===== src/rtl/space_inv_pkg.sv =====
// Shared definitions for the space-invaders playfield: screen geometry,
// colour constants, the projectile record and the slot-index width helper.
package space_inv_pkg;

    // Visible screen extent
    localparam int X_MAX = 639;
    localparam int Y_MAX = 479;

    // Playfield borders inside the visible area
    localparam int BORDER_LEFT   = 16;
    localparam int BORDER_RIGHT  = 623;
    localparam int BORDER_TOP    = 36;
    localparam int BORDER_BOTTOM = 463;

    // 12-bit RGB colours used by the renderer
    localparam logic [11:0] COLOUR_BLACK  = 12'h000;
    localparam logic [11:0] COLOUR_WHITE  = 12'hFFF;
    localparam logic [11:0] COLOUR_GREEN  = 12'h0F0;
    localparam logic [11:0] COLOUR_RED    = 12'hF00;
    localparam logic [11:0] COLOUR_SHOT   = 12'hFF0;
    localparam logic [11:0] COLOUR_BORDER = 12'h888;

    // One projectile: occupancy flag plus top-left corner
    typedef struct packed {
        logic       active;
        logic [9:0] x;
        logic [9:0] y;
    } shot_t;

    // Width of a slot index; never narrower than one bit
    function automatic int slot_width(input int n);
        return (n > 1) ? $clog2(n) : 1;
    endfunction

endpackage


===== src/rtl/shot_slot.sv =====
// One projectile register set: launch, upward motion, retirement at the top
// border or on an alien hit, and a registered hit-box compare against the scan.
// Pause qualification is done by the parent; tick/launch/retire arrive pre-gated.
module shot_slot
    import space_inv_pkg::*;
#(
    parameter int SHOT_W        = 2,
    parameter int SHOT_H        = 8,
    parameter int SHOT_VELOCITY = 4,
    parameter int Y_TOP         = BORDER_TOP
) (
    input  logic       clk,
    input  logic       reset_n,
    input  logic       tick,
    input  logic       launch,
    input  logic       retire,
    input  logic [9:0] launch_x,
    input  logic [9:0] launch_y,
    input  logic [9:0] pixel_x,
    input  logic [9:0] pixel_y,
    output shot_t      state,
    output logic       pix_hit,
    output logic [9:0] pix_x,
    output logic [9:0] pix_y
);

    // A shot whose top is below this line can still move; otherwise it would
    // cross Y_TOP (or underflow) and is retired instead.
    localparam logic [10:0] RETIRE_BELOW = 11'(Y_TOP + SHOT_VELOCITY);
    localparam logic [9:0]  STEP         = 10'(SHOT_VELOCITY);
    localparam logic [10:0] W_EXT        = 11'(SHOT_W);
    localparam logic [10:0] H_EXT        = 11'(SHOT_H);

    logic in_x;
    logic in_y;

    assign in_x = (pixel_x >= state.x) && ({1'b0, pixel_x} < ({1'b0, state.x} + W_EXT));
    assign in_y = (pixel_y >= state.y) && ({1'b0, pixel_y} < ({1'b0, state.y} + H_EXT));

    // Projectile state: a hit beats everything, a fresh launch does not move
    // on its own tick, and an active shot steps up or retires on each tick.
    always_ff @(posedge clk or negedge reset_n) begin
        if (!reset_n) begin
            state <= '0;
        end else if (retire && state.active) begin
            state.active <= 1'b0;
        end else if (launch) begin
            state <= '{active: 1'b1, x: launch_x, y: launch_y};
        end else if (tick && state.active) begin
            if ({1'b0, state.y} < RETIRE_BELOW) begin
                state.active <= 1'b0;
            end else begin
                state.y <= state.y - STEP;
            end
        end
    end

    // Registered hit-box compare with a snapshot of the position it used, so
    // the reported x/y always belong to the same cycle as the hit flag.
    always_ff @(posedge clk or negedge reset_n) begin
        if (!reset_n) begin
            pix_hit <= 1'b0;
            pix_x   <= '0;
            pix_y   <= '0;
        end else begin
            pix_hit <= state.active && in_x && in_y;
            pix_x   <= state.x;
            pix_y   <= state.y;
        end
    end

endmodule


===== src/rtl/shot_pool.sv =====
// Pool of NUM_SHOTS concurrent player projectiles with a fire cooldown.
// Contains the free-slot priority encoder, cooldown counter, fire qualifier
// and the pixel priority mux; each projectile lives in a shot_slot instance.
// Optional build macro SHOT_EDGE_FIRE_EN: fire qualifies only from a latched
// rising edge instead of auto-repeating while held.
module shot_pool
    import space_inv_pkg::*;
#(
    parameter int NUM_SHOTS       = 4,
    parameter int SHOT_W          = 2,
    parameter int SHOT_H          = 8,
    parameter int SHOT_VELOCITY   = 4,
    parameter int COOLDOWN_FRAMES = 12,
    parameter int Y_TOP           = BORDER_TOP,
    localparam int SW             = slot_width(NUM_SHOTS)
) (
    input  logic                 clk,
    input  logic                 reset_n,
    input  logic                 pause,
    input  logic                 frame_tick,
    input  logic                 fire,
    input  logic [9:0]           orig_x,
    input  logic [9:0]           orig_y,
    input  logic [9:0]           pixel_x,
    input  logic [9:0]           pixel_y,
    input  logic                 hit_valid,
    input  logic [SW-1:0]        hit_slot,
    output logic [NUM_SHOTS-1:0] active_mask,
    output logic                 fire_ack,
    output logic                 shot_pixel,
    output logic [SW-1:0]        shot_slot,
    output logic [9:0]           shot_x,
    output logic [9:0]           shot_y
);

    localparam int            CW      = (COOLDOWN_FRAMES > 0) ? $clog2(COOLDOWN_FRAMES + 1) : 1;
    localparam logic [CW-1:0] CD_LOAD = CW'(COOLDOWN_FRAMES);

    logic                 tick_run;
    logic                 fire_qual;
    logic                 launch;
    logic                 any_free;
    logic [NUM_SHOTS-1:0] free_onehot;
    logic [NUM_SHOTS-1:0] launch_vec;
    logic [NUM_SHOTS-1:0] retire_vec;
    logic [NUM_SHOTS-1:0] slot_active;
    logic [NUM_SHOTS-1:0] pix_hits;
    logic [CW-1:0]        cooldown;
    logic [9:0]           spawn_x;
    logic [9:0]           spawn_y;

    shot_t      slot_state [NUM_SHOTS];
    logic [9:0] pix_xs     [NUM_SHOTS];
    logic [9:0] pix_ys     [NUM_SHOTS];

    logic          sel_found;
    logic [SW-1:0] sel_idx;
    logic [9:0]    sel_x;
    logic [9:0]    sel_y;
    logic [SW-1:0] last_slot;
    logic [9:0]    last_x;
    logic [9:0]    last_y;

    assign tick_run    = frame_tick & ~pause;
    assign spawn_x     = orig_x - 10'(SHOT_W / 2);
    assign spawn_y     = orig_y - 10'(SHOT_H);
    assign active_mask = slot_active;

    // Lowest free slot, taken from occupancy at the start of the cycle so a
    // slot retired by a same-cycle hit cannot be relaunched until later.
    always_comb begin
        free_onehot = '0;
        any_free    = 1'b0;
        for (int i = 0; i < NUM_SHOTS; i++) begin
            if (!slot_active[i] && !any_free) begin
                free_onehot[i] = 1'b1;
                any_free       = 1'b1;
            end
        end
    end

`ifdef SHOT_EDGE_FIRE_EN
    logic fire_d;
    logic fire_latch;
    logic fire_rise;

    assign fire_rise = fire & ~fire_d;
    assign fire_qual = fire_latch | fire_rise;

    // Rising-edge latch held between ticks; fire_d keeps sampling during pause
    // so a press made while paused is not replayed as an edge afterwards.
    always_ff @(posedge clk or negedge reset_n) begin
        if (!reset_n) begin
            fire_d     <= 1'b0;
            fire_latch <= 1'b0;
        end else begin
            fire_d <= fire;
            if (pause || launch || !any_free) begin
                fire_latch <= 1'b0;
            end else if (fire_rise) begin
                fire_latch <= 1'b1;
            end
        end
    end
`else
    assign fire_qual = fire;
`endif

    assign launch = tick_run && fire_qual && (cooldown == '0) && any_free;

    // Steer launch and hit strobes to their slots; out-of-range hits vanish.
    always_comb begin
        launch_vec = '0;
        retire_vec = '0;
        for (int i = 0; i < NUM_SHOTS; i++) begin
            launch_vec[i] = launch && free_onehot[i];
            retire_vec[i] = hit_valid && !pause && (int'(hit_slot) == i);
        end
    end

    // Cooldown reloads on every launch and otherwise counts frames down to 0.
    always_ff @(posedge clk or negedge reset_n) begin
        if (!reset_n) begin
            cooldown <= '0;
        end else if (launch) begin
            cooldown <= CD_LOAD;
        end else if (tick_run && (cooldown != '0)) begin
            cooldown <= cooldown - CW'(1);
        end
    end

    // One-cycle acknowledge aligned with the slot load.
    always_ff @(posedge clk or negedge reset_n) begin
        if (!reset_n) begin
            fire_ack <= 1'b0;
        end else begin
            fire_ack <= launch;
        end
    end

    for (genvar g = 0; g < NUM_SHOTS; g++) begin : g_slot
        shot_slot #(
            .SHOT_W        (SHOT_W),
            .SHOT_H        (SHOT_H),
            .SHOT_VELOCITY (SHOT_VELOCITY),
            .Y_TOP         (Y_TOP)
        ) u_slot (
            .clk      (clk),
            .reset_n  (reset_n),
            .tick     (tick_run),
            .launch   (launch_vec[g]),
            .retire   (retire_vec[g]),
            .launch_x (spawn_x),
            .launch_y (spawn_y),
            .pixel_x  (pixel_x),
            .pixel_y  (pixel_y),
            .state    (slot_state[g]),
            .pix_hit  (pix_hits[g]),
            .pix_x    (pix_xs[g]),
            .pix_y    (pix_ys[g])
        );
        assign slot_active[g] = slot_state[g].active;
    end

    // Pixel priority mux over the registered per-slot hits: lowest index wins.
    always_comb begin
        sel_found = 1'b0;
        sel_idx   = '0;
        sel_x     = '0;
        sel_y     = '0;
        for (int i = 0; i < NUM_SHOTS; i++) begin
            if (pix_hits[i] && !sel_found) begin
                sel_found = 1'b1;
                sel_idx   = SW'(i);
                sel_x     = pix_xs[i];
                sel_y     = pix_ys[i];
            end
        end
    end

    // Remember the last owning slot so the outputs hold between shot pixels.
    always_ff @(posedge clk or negedge reset_n) begin
        if (!reset_n) begin
            last_slot <= '0;
            last_x    <= '0;
            last_y    <= '0;
        end else if (sel_found) begin
            last_slot <= sel_idx;
            last_x    <= sel_x;
            last_y    <= sel_y;
        end
    end

    assign shot_pixel = sel_found;
    assign shot_slot  = sel_found ? sel_idx : last_slot;
    assign shot_x     = sel_found ? sel_x   : last_x;
    assign shot_y     = sel_found ? sel_y   : last_y;

endmodule


===== config.mk =====
export PLATFORM = sky130hd
export DESIGN_NAME = shot_pool
export DESIGN_NICKNAME = d
export VERILOG_FILES = /design/src/rtl/space_inv_pkg.sv /design/src/rtl/shot_slot.sv /design/src/rtl/shot_pool.sv
export SDC_FILE = /design/constraint.sdc
export NUM_CORES = 1
export LEC_CHECK = 0
export CAP_MARGIN = 20
export CORE_MARGIN = 8
export CORE_UTILIZATION = 62
export CTS_BUF_LIST = sky130_fd_sc_hd__clkbuf_4 sky130_fd_sc_hd__clkbuf_8
export CTS_CLUSTER_DIAMETER = 150
export DETAILED_ROUTE_END_ITERATION = 10
export GPL_ROUTABILITY_DRIVEN = 1
export PLACE_DENSITY = 0.82
export SLEW_MARGIN = 25
export SYNTH_ARGS = -nofsm -noshare
export SYNTH_HDL_FRONTEND = slang
export SYNTH_HIERARCHICAL = 1
export SYNTH_SLANG_ARGS = --single-unit

===== constraint.sdc =====
create_clock -name clk -period 6.3 [get_ports clk]
set_clock_uncertainty 0.15 [all_clocks]
set_input_delay 0.945 -clock clk [delete_from_list [all_inputs] [get_ports clk]]
set_output_delay 0.945 -clock clk [all_outputs]
set_load 0.01 [all_outputs]

# Yosys cells after proc, flatten, opt, wreduce, memory -nomap -nowiden
# Index checks and enable logic that the tools add are counted.
# Widths: inputs -> output; s select.
[totals]
register_bits = 195
latchBits = 0
mem_bits_rw = 0
rom_bits = 0
inputBits = 48
output_inout_bits = 28
word_cells = 212
n_memories = 0
[op_classes]
n_addsub = 15
mul = 0
n_div = 0
n_lt_le_gt_ge = 20
n_eq_ne = 7
shifts = 0
n_mux = 55
bitwise = 6
n_reduce_logical = 80
[ops]
columns = ["op", "n"]
rows = [
  ["$mux 10", 22],
  ["$lt 10x11->1", 8],
  ["$ge 10x10->1", 8],
  ["$add 10x2->11 const B", 4],
  ["$add 10x4->11 const B", 4],
  ["$logic_and 1x1->1", 43],
  ["$lt 10x6->1 const B", 4],
  ["$sub 10x3->10 const B", 4],
  ["$mux 1", 28],
  ["$reduce_bool 3->1", 8],
  ["$reduce_and 2->1", 8],
  ["$reduce_and 3->1", 4],
  ["$reduce_bool 2->1", 5],
  ["$sub 10x1->10 const B", 1],
  ["$sub 10x4->10 const B", 1],
  ["$logic_not 1->1", 9],
  ["$mux 4", 2],
  ["$ne 2x1->1 const B", 4],
  ["$mux 2", 3],
  ["$not 1->1", 5],
  ["$eq 2x2->1 const B", 2],
  ["$logic_not 4->1", 1],
  ["$reduce_bool 4->1", 1],
  ["$sub 4x1->4 const B", 1],
  ["other kinds (3)", 3],
]

# Depth between registers and ports, before layout
# Gate-level depths: netlist of run 1.
[depth]
word_depth = 13
mapped_depth = 11
ltp_nobuf = 11

# Hierarchy
# Netlist of run 1, hierarchy kept.
[modules_own_cells]
columns = ["mod", "instances", "cells_per_inst", "area_each_um2", "seq_area_each_um2"]
rows = [
  ["shot_slot at g_slot[0].u_slot ...", 3, 271, 2660.1, 1051.0],
  ["shot_slot at g_slot[1].u_slot", 1, 258, 2653.8, 1051.0],
  ["shot_pool", 1, 306, 2484.9, 675.6],
]

# Worst setup path after synthesis of run 1
# OpenSTA, ideal clock, no wires.
[synth_path]
path_kind = "input to register"
from = "input port pause"
to = "register g_slot[2].u_slot/state[7] in the netlist's numbering"
setup_ns = 0.123
arrival_time_ns = 2.451
required_ns = 6.027
path_slack_ns = 3.577
path_stages = 6
n_path_buf = 1
cell_sequence = "nor3b_1 nand3_1 nor3b_1 clkbuf_1 nand2_1 o221a_2"
[synth_between]
elab_chain_cells = 8
elab_cells_between_ends = 16
classes_between = "eq/ne (1); mux (1); bitwise (3); reduce/logical (11)"
[synth_lines]
columns = ["item", "line_no", "source"]
rows = [
  ["from (decl)", "shot_pool.sv:19", "input logic pause,"],
  ["$not 1->1 *", "shot_pool.sv:64", "assign tick_run = frame_tick & ~pause;"],
  ["$and 1x1->1 *", "shot_pool.sv:64", ""],
  ["$logic_and 1x1->1 * (3 in a row)", "shot_pool.sv:109", "assign launch = tick_run && fire_qual && (cooldown == '0) && any_free;"],
  ["$logic_and 1x1->1 *", "shot_pool.sv:116", "launch_vec[i] = launch && free_onehot[i];"],
  ["via launch_vec[2]", "shot_pool.sv:44", "logic [NUM_SHOTS-1:0] launch_vec;"],
  ["$ne 2x1->1 (no line) or $reduce_bool 2->1 (tied branches)", "--", ""],
  ["$reduce_and 3->1 (no line)", "--", ""],
  ["to (signal assigned)", "shot_slot.sv:48", "state <= '{active: 1'b1, x: launch_x, y: launch_y};"],
  ["to (decl)", "shot_slot.sv:21", "output shot_t state,"],
]
# The timed path passes the listed nets; every way through them passes the cells marked *.
# A chain may end at the register's enable or synchronous reset.

# Worst setup path after layout of run 1
[layout_path]
from = "register g_slot[2].u_slot.pix_hit"
to = "output port shot_y[5]"
[layout_between]
elab_chain_cells = 6
elab_cells_between_ends = 8
classes_between = "mux (5); reduce/logical (3)"
[layout_lines]
columns = ["item", "line_no", "source"]
rows = [
  ["from (decl)", "shot_slot.sv:22", "output logic pix_hit,"],
  ["from (signal assigned)", "shot_slot.sv:66", "pix_hit <= state.active && in_x && in_y;"],
  ["$logic_and 1x1->1 *", "shot_pool.sv:172", "if (pix_hits[i] && !sel_found) begin"],
  ["$mux 1", "shot_pool.sv:172", ""],
  ["$logic_not 1->1", "shot_pool.sv:172", ""],
  ["$logic_and 1x1->1", "shot_pool.sv:172", ""],
  ["$mux 10 or $mux 1 (tied branches)", "shot_pool.sv:172", ""],
  ["$mux 10 *", "--", ""],
  ["to (decl)", "shot_pool.sv:33", "output logic [9:0] shot_y"],
]
# Mark *: on every way between the ends. The rest lies on a longest branch, timed or not.

==> results.cfg, run 1 <==
[run_status]
status = completed

[clock_tree]
clock_sinks = 195
insertion_delay_ps = 480
post_cts_buffers = 0
htree_levels = 4
cts_inserted_buffers = 17
clockBufferDepth = 2
cts_resized = 0
cts_hold_buffers = 0
cts-root-buf = clkbuf_8
cts_tree = done
clkTransAtPathRegs_ps = 100

[hold_path]
holdPathEnd = g_slot[2].u_slot/pix_x[6]
hold_start = g_slot[2].u_slot/state[16]
hold_path.class = reg2reg
min_path_cells = 0

[synthesis]
synth_common_cells = 195 x dfrtp_1, 168 x ha_1, 115 x nand2_1, 107 x inv_1, 76 x nor2_1
synth-simple-area-share_pct = 19.61
synth_xor_area_share_pct = 3.939
ys_ff_latch = 195
yosysSeqAreaShare_pct = 37.20
synth_edf_count = 0
synth_compound_area_share_pct = 15.98
syn_area_per_cell_sq_um = 9.527
synth_area_sq_um = 13120
ys_async_sr_fraction_pct = 100.0
synth_nets = 1593
synth_top_area_cell = dfrtp_1
synthTopCellsByArea = dfrtp_1 37%, ha_1 16%, xnor2_1 3.4%, nand2_1 3.3%, inv_1 3.1%
synth_most_common_cell = dfrtp_1
synth_cell_types = 78
yosysTopAreaCellShare_pct = 37.20
synth_ff_type = dfrtp_1
synth_top_family_by_area = simple AND/OR/NAND/NOR gates
yosysWarnings = 6
synth_adder_area_share_pct = 16.02
syn_inst = 1377
muxShareOfSynthArea_pct = 1.793

[detailed_routing]
drt-total-wl_mm = 36.58
drt_iter0_markers = 1224
viasPerCell = 6.350
dr_total_vias = 10920
wl_per_cell_um = 21.28
drc = 0
drtAntennaViolNets = 0
dr.pass1.iters = 5

[die]
io_pins = 76
num_rows = 53
dieArea_sq_um = 26070
die-width_um = 161.5
die_h_um = 161.5
core-area_sq_um = 20890
initial_core_util_pct = 62.80

[sta]
timing.fmax_ghz = 0.2233
setup_viol_count_final = 0
setup_slack_ps = 1822
rsz0062_at_grt = false
holdWs_ps = 273.1
hold_violations = 0
final.min_clock_period_ps = 4478
slew_headroom_pct = 30.32
tightest_slew_ps = 1044
drv_slew = 0
finalCritPeriodShare_pct = 71.07
finalSetupTns_ps = 0

[worst_setup_path]
critPathLaunchType = flip-flop
r2r_start = cooldown[0]
crit_family = buffers and inverters
cp_max_fo = 27
reg2reg_to = g_slot[0].u_slot/state[12]
critPathKind = reg2out
cp_slowest_cell = dfrtp_1
r2r_cells = 8
worstPathRequired_ps = 5200
end_kind = output port
r2r_slack_ps = 3020
arrival_ps = 3380
crit_path_max_incr_delay_ps = 870
cp_num_buf_inv = 2
path_cells = nor2b_1 -> buf_4 -> o31ai_1 -> a211oi_1 -> clkdlybuf4s50_1

[global_routing]
grt_overflow = 0
grt_util_all_layers_pct = 28.78
first_global_vias = 10870
grt_max_degree = 82
antenna_found_initial = 2
grt_first_pass_wirelength_mm = 58.85

[placed_design]
dp_cells = 1686
numPortBuffers = 75
dp_slack_ps = 2106
dp_hpwl_mm = 27.60
place_congestion = 0.9480

[finish]
finalNonFillerCells = 1719
layout-area-overhead-vs-synth_pct = 9.738
nets = 1647
final_layout_size_suffix_gt1_share_pct = 6.510
diodes = 0

[pwr]
total_power_mw = 4.276
p_leak_nw = 6.415
ir_drop_mv = 0.1533
power.density_nw_per_um2 = 297.0

[job]
cap_viol_max_count = 0
==> metrics by stage <==
stage	area (sq um)	utilization (%)
2_1_floorplan	13120	-
3_3_place_gp	13960	66.82
3_5_place_dp	13960	66.82
4_1_cts	14390	68.86
5_1_grt	14400	68.92
6_report	14400	68.92
==> metal layers <==
layer  part of all wire [%]  GRT usage [%]  up-vias
met5                      0              0        -
met4                    4.0          12.63        0
met3                     11          7.788      102
met2                     43          42.32      518
met1                     42          39.16     5236
li1                       -              -     5060
==> where the power goes <==
part           internal (mW)  switching (mW)  total, mW
Sequential              1.53           0.372       1.91
Combinational          0.703           0.787       1.49
Clock                  0.391           0.489      0.879
==> layout make-up <==
type | instances | area [sq um]
Clock buffer | 20 | 262.8
Clock inverter | 12 | 163.9
Fill cell | 1618 | 6492
Inverter | 108 | 405.4
Multi-Input combinational cell | 1026 | 7522
Sequential cell | 195 | 4880
Tap cell | 275 | 344.1
Timing Repair Buffer | 83 | 818.3
==> registers in the layout, indices dropped and copies added, names as in the netlist <==
| signal | count |
|---|---|
| last_y | 10 |
| g_slot.u_slot/pix_hit | 4 |
| g_slot.u_slot/pix_x | 40 |
| last_x | 10 |
| g_slot.u_slot/state | 84 |
| g_slot.u_slot/pix_y | 40 |
| fire_ack | 1 |
| last_slot | 2 |
| cooldown | 4 |
==> how the worst max path moves through the flow <==
stage          depth (start not counted)                   endpoint                startpoint  slack, ps
2_1_floorplan                          6  g_slot[2].u_slot/state[7]                     pause       3580
3_3_place_gp                           8  g_slot[0].u_slot/state[2]                     pause       2280
3_5_place_dp                           7  g_slot[0].u_slot/state[1]                     pause       2110
4_1_cts                                4                  shot_y[5]  g_slot[1].u_slot/pix_hit       1720
5_1_grt                                5                  shot_y[5]  g_slot[2].u_slot/pix_hit       1610
6_report                               5                  shot_y[5]  g_slot[2].u_slot/pix_hit       1820
==> cell families (layout without fill, tap and decap cells) <==
kind of cell / Yosys count / after routing
xor gates and xnor gates: 59 / 59
AOI/OAI and AO/OA: 312 / 312
DFF: 195 / 195
buffers and inverters: 156 / 223
and+or+nand+nor: 465 / 465
muxes: 22 / 22
adders and majority gates: 168 / 168
==> placed cells by master, fill, tap and decap left out, drive strengths merged, types with 21 or more instances in the layout <==
cell type      count
and2              40
clkbuf            21
nand2            115
a2111oi           24
nand2b            51
a21o              21
nand3             56
inv              115
dfrtp            195
ha               168
a211oi            22
nand4             27
o21ai             85
clkdlybuf4s50     74
xnor2             51
nor2              80
a21oi             63
Power figures use the tool's default switching activity.
==> run 2, diff against run 1 <==
--- a/config.mk
+++ b/config.mk
@@ -7,12 +7,12 @@
 export LEC_CHECK = 0
 export CAP_MARGIN = 20
 export CORE_MARGIN = 8
-export CORE_UTILIZATION = 62
+export CORE_UTILIZATION = 57
 export CTS_BUF_LIST = sky130_fd_sc_hd__clkbuf_4 sky130_fd_sc_hd__clkbuf_8
 export CTS_CLUSTER_DIAMETER = 150
 export DETAILED_ROUTE_END_ITERATION = 10
 export GPL_ROUTABILITY_DRIVEN = 1
-export PLACE_DENSITY = 0.82
+export PLACE_DENSITY = 0.8
 export SLEW_MARGIN = 25
 export SYNTH_ARGS = -nofsm -noshare
 export SYNTH_HDL_FRONTEND = slang
==> constraint.sdc (replaced) <==
create_clock -name clk -period 4 [get_ports clk]
set_clock_uncertainty 0.15 [all_clocks]
set_input_delay 0.6 -clock clk [delete_from_list [all_inputs] [get_ports clk]]
set_output_delay 0.6 -clock clk [all_outputs]
set_load 0.01 [all_outputs]
==> run 2 against run 1 <==
The run now ends with negative hold slack left. Wire length shrank 0.45%. Sequential power grew 57%. Sequential share of layout area shrank 0.25 points. Critical endpoint is now shot_y[4]. Critical path type unchanged.
==> results.cfg, run 2 (synthesized netlist as in run 1, its figures left out) <==
[run_status]
status = finished with violations
violations = negative hold slack

[detailed_routing]
drtAntennaViolNets = 0
drc = 0
dr_total_vias = 10920
wl_per_cell_um = 20.94
drt_iter0_markers = 1011
drt-total-wl_mm = 36.42
viasPerCell = 6.280
dr.pass1.iters = 5

[finish]
regMostFlops = g_slot.u_slot/state
diodes = 0
nets = 1657
final_util_pct = 64.07
final_cell_area_sq_um = 14510
reg_top3 = g_slot.u_slot/state (84), g_slot.u_slot/pix_x (40), g_slot.u_slot/pix_y (40)
largest_reg_flops = 84
final_cell_mix = 195 x dfrtp_1, 168 x ha_1, 115 x nand2_1
layout_commonest_cell = dfrtp_1
finalNonFillerCells = 1739
layout-area-overhead-vs-synth_pct = 10.57
final_layout_size_suffix_gt1_share_pct = 7.153

[sta]
rsz0062_at_grt = false
holdWs_ps = -32.29
final.min_clock_period_ps = 3827
tightest_slew_ps = 837.5
drv_slew = 0
timing.fmax_ghz = 0.2613
setup_slack_ps = 173.2
setup_viol_count_final = 0
slew_headroom_pct = 43.77
finalSetupTns_ps = 0
hold_violations = 6
finalCritPeriodShare_pct = 95.67

[worst_setup_path]
critPathLaunchType = flip-flop
r2r_start = g_slot[0].u_slot/state[11]
worstPathRequired_ps = 3250
r2r_cells = 10
reg2reg_to = g_slot[0].u_slot/pix_hit
end_kind = output port
r2r_slack_ps = 1160
arrival_ps = 3080
cp_max_fo = 27
startpoint = g_slot[2].u_slot/pix_hit
crit_end = shot_y[4]
critPathKind = reg2out

[hold_path]
hold_path.class = in2async

[clock_tree]
htree_levels = 4
cts_tree = done
cts_resized = 0
clkTransAtPathRegs_ps = 120
post_cts_buffers = 0
cts_inserted_buffers = 17
clockBufferDepth = 2
insertion_delay_ps = 480
cts-root-buf = clkbuf_8
clock_sinks = 195
cts_hold_buffers = 0

[global_routing]
grt_util_all_layers_pct = 25.81
grt_first_pass_wirelength_mm = 57.34
grt_max_degree = 95
first_global_vias = 10730
grt_overflow = 0
antenna_found_initial = 2

[die]
core-area_sq_um = 22640
die_h_um = 167.7
initial_core_util_pct = 57.94
die-width_um = 167.7
dieArea_sq_um = 28130
num_rows = 55
io_pins = 76

[placed_design]
dp_slack_ps = 537.9
place_congestion = 0.9404
numPortBuffers = 75
post_dp_cell_area_sq_um = 14070
dp_hpwl_mm = 27.64
dp_cells = 1707

[pwr]
total_power_mw = 6.745
power.density_nw_per_um2 = 465.0
p_leak_nw = 6.474
ir_drop_mv = 0.2770

[job]
cap_viol_max_count = 0
[run 2: power by group]
| part | switching (mW) | internal [mW] |
|---|---|---|
| sequential | 0.575 | 2.42 |
| clock | 0.836 | 0.551 |
| combinational | 1.25 | 1.12 |
[run 2: how the worst min path moves through the flow]
stage | startpoint | end | slack, ps | cells past startpoint
after CTS | reset_n | cooldown[0] | 20 | 1
after detailed placement | g_slot[2].u_slot/state[1] | g_slot[2].u_slot/pix_y[1] | 220 | 0
final | reset_n | fire_ack | -30 | 1
after global placement | g_slot[2].u_slot/state[1] | g_slot[2].u_slot/pix_y[1] | 210 | 0
after floorplan | reset_n | cooldown[0] | 150 | 0
after global routing | reset_n | fire_ack | 40 | 1
[run 2: critical path, stage by stage, from the launching register on]
cell             delay [ps]
dfrtp_1                 710
nor2_2                  740
a2111oi_0               170
a211oi_1                380
clkdlybuf4s50_1         610
[run 2: routing by layer]
metal  wire, um  track usage, %  vias to the layer above
met5          0               0                        -
met4       1146           10.56                        0
met3       3650           4.726                       92
met2      15970           39.84                      503
met1      15650           35.32                     5269
li1           -               -                     5057
[run 2: final cells by class]
type	count	area (sq um)
Clock inverter	15	205.2
Sequential cell	195	4880
Timing Repair Buffer	93	902.1
Fill cell	1861	8135
Tap cell	285	356.6
Multi-Input combinational cell	1026	7522
Inverter	108	405.4
Clock buffer	17	234.0
==> run 3, diff against run 2 <==
--- a/config.mk
+++ b/config.mk
@@ -7,14 +7,13 @@
 export LEC_CHECK = 0
 export CAP_MARGIN = 20
 export CORE_MARGIN = 8
-export CORE_UTILIZATION = 57
+export CORE_UTILIZATION = 56
 export CTS_BUF_LIST = sky130_fd_sc_hd__clkbuf_4 sky130_fd_sc_hd__clkbuf_8
 export CTS_CLUSTER_DIAMETER = 150
 export DETAILED_ROUTE_END_ITERATION = 10
 export GPL_ROUTABILITY_DRIVEN = 1
-export PLACE_DENSITY = 0.8
+export PLACE_DENSITY = 0.79
 export SLEW_MARGIN = 25
 export SYNTH_ARGS = -nofsm -noshare
 export SYNTH_HDL_FRONTEND = slang
-export SYNTH_HIERARCHICAL = 1
 export SYNTH_SLANG_ARGS = --single-unit
==> run 3 against run 2 <==
The flow now finishes without violations. Non-clock buffer count shrank 3. Hold slack improved by 66 ps. Via count shrank 13%. Sequential power fell by 11%. Fmax is 6.9% higher. Clock power is 12% lower. First-iteration DRC count fell by 16%. Final area is 8.3% lower. Flip-flop and latch count unchanged. Utilization down 0.58 points. Die area decreased by 6.8%. Wire length is 16% lower. Critical endpoint is now shot_y[5]. Highest routed layer unchanged.
==> results.cfg, run 3 <==
[synthesis]
synth-simple-area-share_pct = 13.30
syn_area_per_cell_sq_um = 9.651
ys_async_sr_fraction_pct = 100.0
synth_adder_area_share_pct = 17.64
synth_edf_count = 0
yosysSeqAreaShare_pct = 40.94
synth_top_family_by_area = adder cells
muxShareOfSynthArea_pct = 2.299
synth_area_sq_um = 11920
synth_top_area_cell = dfrtp_1
synthTopCellsByArea = dfrtp_1 41%, ha_1 18%, xnor2_1 5.0%, o21ai_0 4.0%, a21oi_1 3.6%
synth_compound_area_share_pct = 15.52
synth_xor_area_share_pct = 5.511
synth_common_cells = 195 x dfrtp_1, 168 x ha_1, 101 x nand2_1, 97 x inv_1, 95 x o21ai_0
syn_inst = 1235
synth_ff_type = dfrtp_1
yosysTopAreaCellShare_pct = 40.94
ys_ff_latch = 195
yosysWarnings = 0
synth_nets = 1451
synth_most_common_cell = dfrtp_1
synth_cell_types = 63

[clock_tree]
cts_resized = 0
insertion_delay_ps = 480
post_cts_buffers = 0
cts-root-buf = clkbuf_8
htree_levels = 4
clockBufferDepth = 2
clkTransAtPathRegs_ps = 100
clock_sinks = 195
cts_hold_buffers = 0
cts_tree = done
cts_inserted_buffers = 17

[finish]
regMostFlops = g_slot.u_slot.state
final_cell_area_sq_um = 13300
final_cell_mix = 195 x dfrtp_1, 168 x ha_1, 101 x nand2_1
layout_commonest_cell = dfrtp_1
diodes = 0
final_layout_size_suffix_gt1_share_pct = 4.950
nets = 1516
layout-area-overhead-vs-synth_pct = 11.62
num-fill-cells = 1765
largest_reg_flops = 84
reg_top3 = g_slot.u_slot.state (84), g_slot.u_slot.pix_x (40), g_slot.u_slot.pix_y (40)

[sta]
finalCritPeriodShare_pct = 89.46
hold_violations = 0
drv_slew = 0
rsz0062_at_grt = false
slew_headroom_pct = 42.54
finalSetupTns_ps = 0
tightest_slew_ps = 855.8
setup_viol_count_final = 0
final.min_clock_period_ps = 3578
timing.fmax_ghz = 0.2795

[placed_design]
dp_hpwl_mm = 23.85
post_dp_cell_area_sq_um = 12930
numPortBuffers = 75
place_congestion = 0.9444

[worst_setup_path]
end_kind = output port
worstPathRequired_ps = 3250
reg2reg_to = g_slot[3].u_slot.pix_hit
cp_common_cell = a21oi_1
cp_slowest_cell = clkdlybuf4s50_1
cp.depth = 7
cp_num_buf_inv = 2
r2r_cells = 10
path_cells = nand2b_1 -> buf_4 -> o22ai_1 -> nor2_1 -> a21oi_1 -> a21oi_1 -> clkdlybuf4s50_1
crit_path_max_incr_delay_ps = 570
critPathKind = reg2out
crit_end = shot_y[5]
critPathLaunchType = flip-flop
r2r_start = g_slot[3].u_slot.state[13]
arrival_ps = 2830
crit_family = buffers and inverters
r2r_slack_ps = 920
startpoint = g_slot[1].u_slot.pix_hit
cp_max_fo = 12

[detailed_routing]
viasPerCell = 5.972
dr.pass1.iters = 6
drt_iter0_markers = 847
drt-total-wl_mm = 30.74
dr_total_vias = 9483
drtAntennaViolNets = 0
wl_per_cell_um = 19.36
drc = 0

[die]
dieArea_sq_um = 26210
num_rows = 53
die-width_um = 161.9
core-area_sq_um = 20960
io_pins = 76
die_h_um = 161.9
initial_core_util_pct = 56.88

[hold_path]
hold_path.class = in2async

[global_routing]
first_global_vias = 9372
grt_first_pass_wirelength_mm = 49.06
antenna_found_initial = 0
grt_util_all_layers_pct = 23.88
grt_overflow = 0
grt_max_degree = 100

[run_status]
status = completed

[pwr]
total_power_mw = 5.820
p_leak_nw = 5.901
ir_drop_mv = 0.2455
power.density_nw_per_um2 = 437.5

[job]
cap_viol_max_count = 0
-- run 3: metal layers --
layer	global-route usage [%]	wire (um)	share of wire, %	vias up
li1	-	-	-	4505
met1	32.78	13850	45	4624
met2	37.90	14110	46	311
met3	4.657	2258	7.3	43
met4	6.650	520	1.7	0
met5	0	0	0	-
-- run 3: area by class of cell --
cell class              count  area [sq um]  share of cell area, %
inverters                  97         364.1                  2.737
clock buffers              20         269.0                  2.022
flip-flops and latches    195          4880                  36.68
multi-input cells         899          6475                  48.67
well taps                 275         344.1                  2.586
repair buffers             90         867.1                  6.517
clock inverters            12         105.1                 0.7900
-- run 3: report_power, final --
group	leakage (nW)	internal (mW)	switching, mW
registers	2.49	2.34	0.318
clock network	0.192	0.532	0.697
logic	3.22	0.909	1.02
total	5.90	3.79	2.03
-- run 3: cell families after synthesis --
family          after synthesis
flops                       195
mux                          27
xor+xnor                     75
buf+inv                     141
simple gates                321
compound gates              308
fa+ha+maj                   168
-- run 3: worst min-delay path by stage --
stage          cells after the start                          to  slack [ps]                       from
2_1_floorplan                      0                 cooldown[0]         150                    reset_n
3_3_place_gp                       0   g_slot[0].u_slot.pix_y[1]         210  g_slot[0].u_slot.state[1]
3_5_place_dp                       0   g_slot[0].u_slot.pix_y[1]         220  g_slot[0].u_slot.state[1]
4_1_cts                            1  g_slot[1].u_slot.state[14]          60                    reset_n
5_1_grt                            1  g_slot[1].u_slot.state[14]         100                    reset_n
6_report                           1  g_slot[2].u_slot.state[10]          30                    reset_n
-- run 3: through the flow --
step / hold WS, ps / setup WS, ps / util (%) / instances
after CTS: 59.49 / 410.1 / 63.48 / 1588
after global placement: 208.1 / 875.5 / 61.69 / 1556
after detailed placement: 216.1 / 834.3 / 61.69 / 1556
final: 33.43 / 421.8 / 63.49 / 1588
after floorplan: 154.4 / 1378 / - / 1235
after global routing: 98.38 / 299.3 / 63.49 / 1588
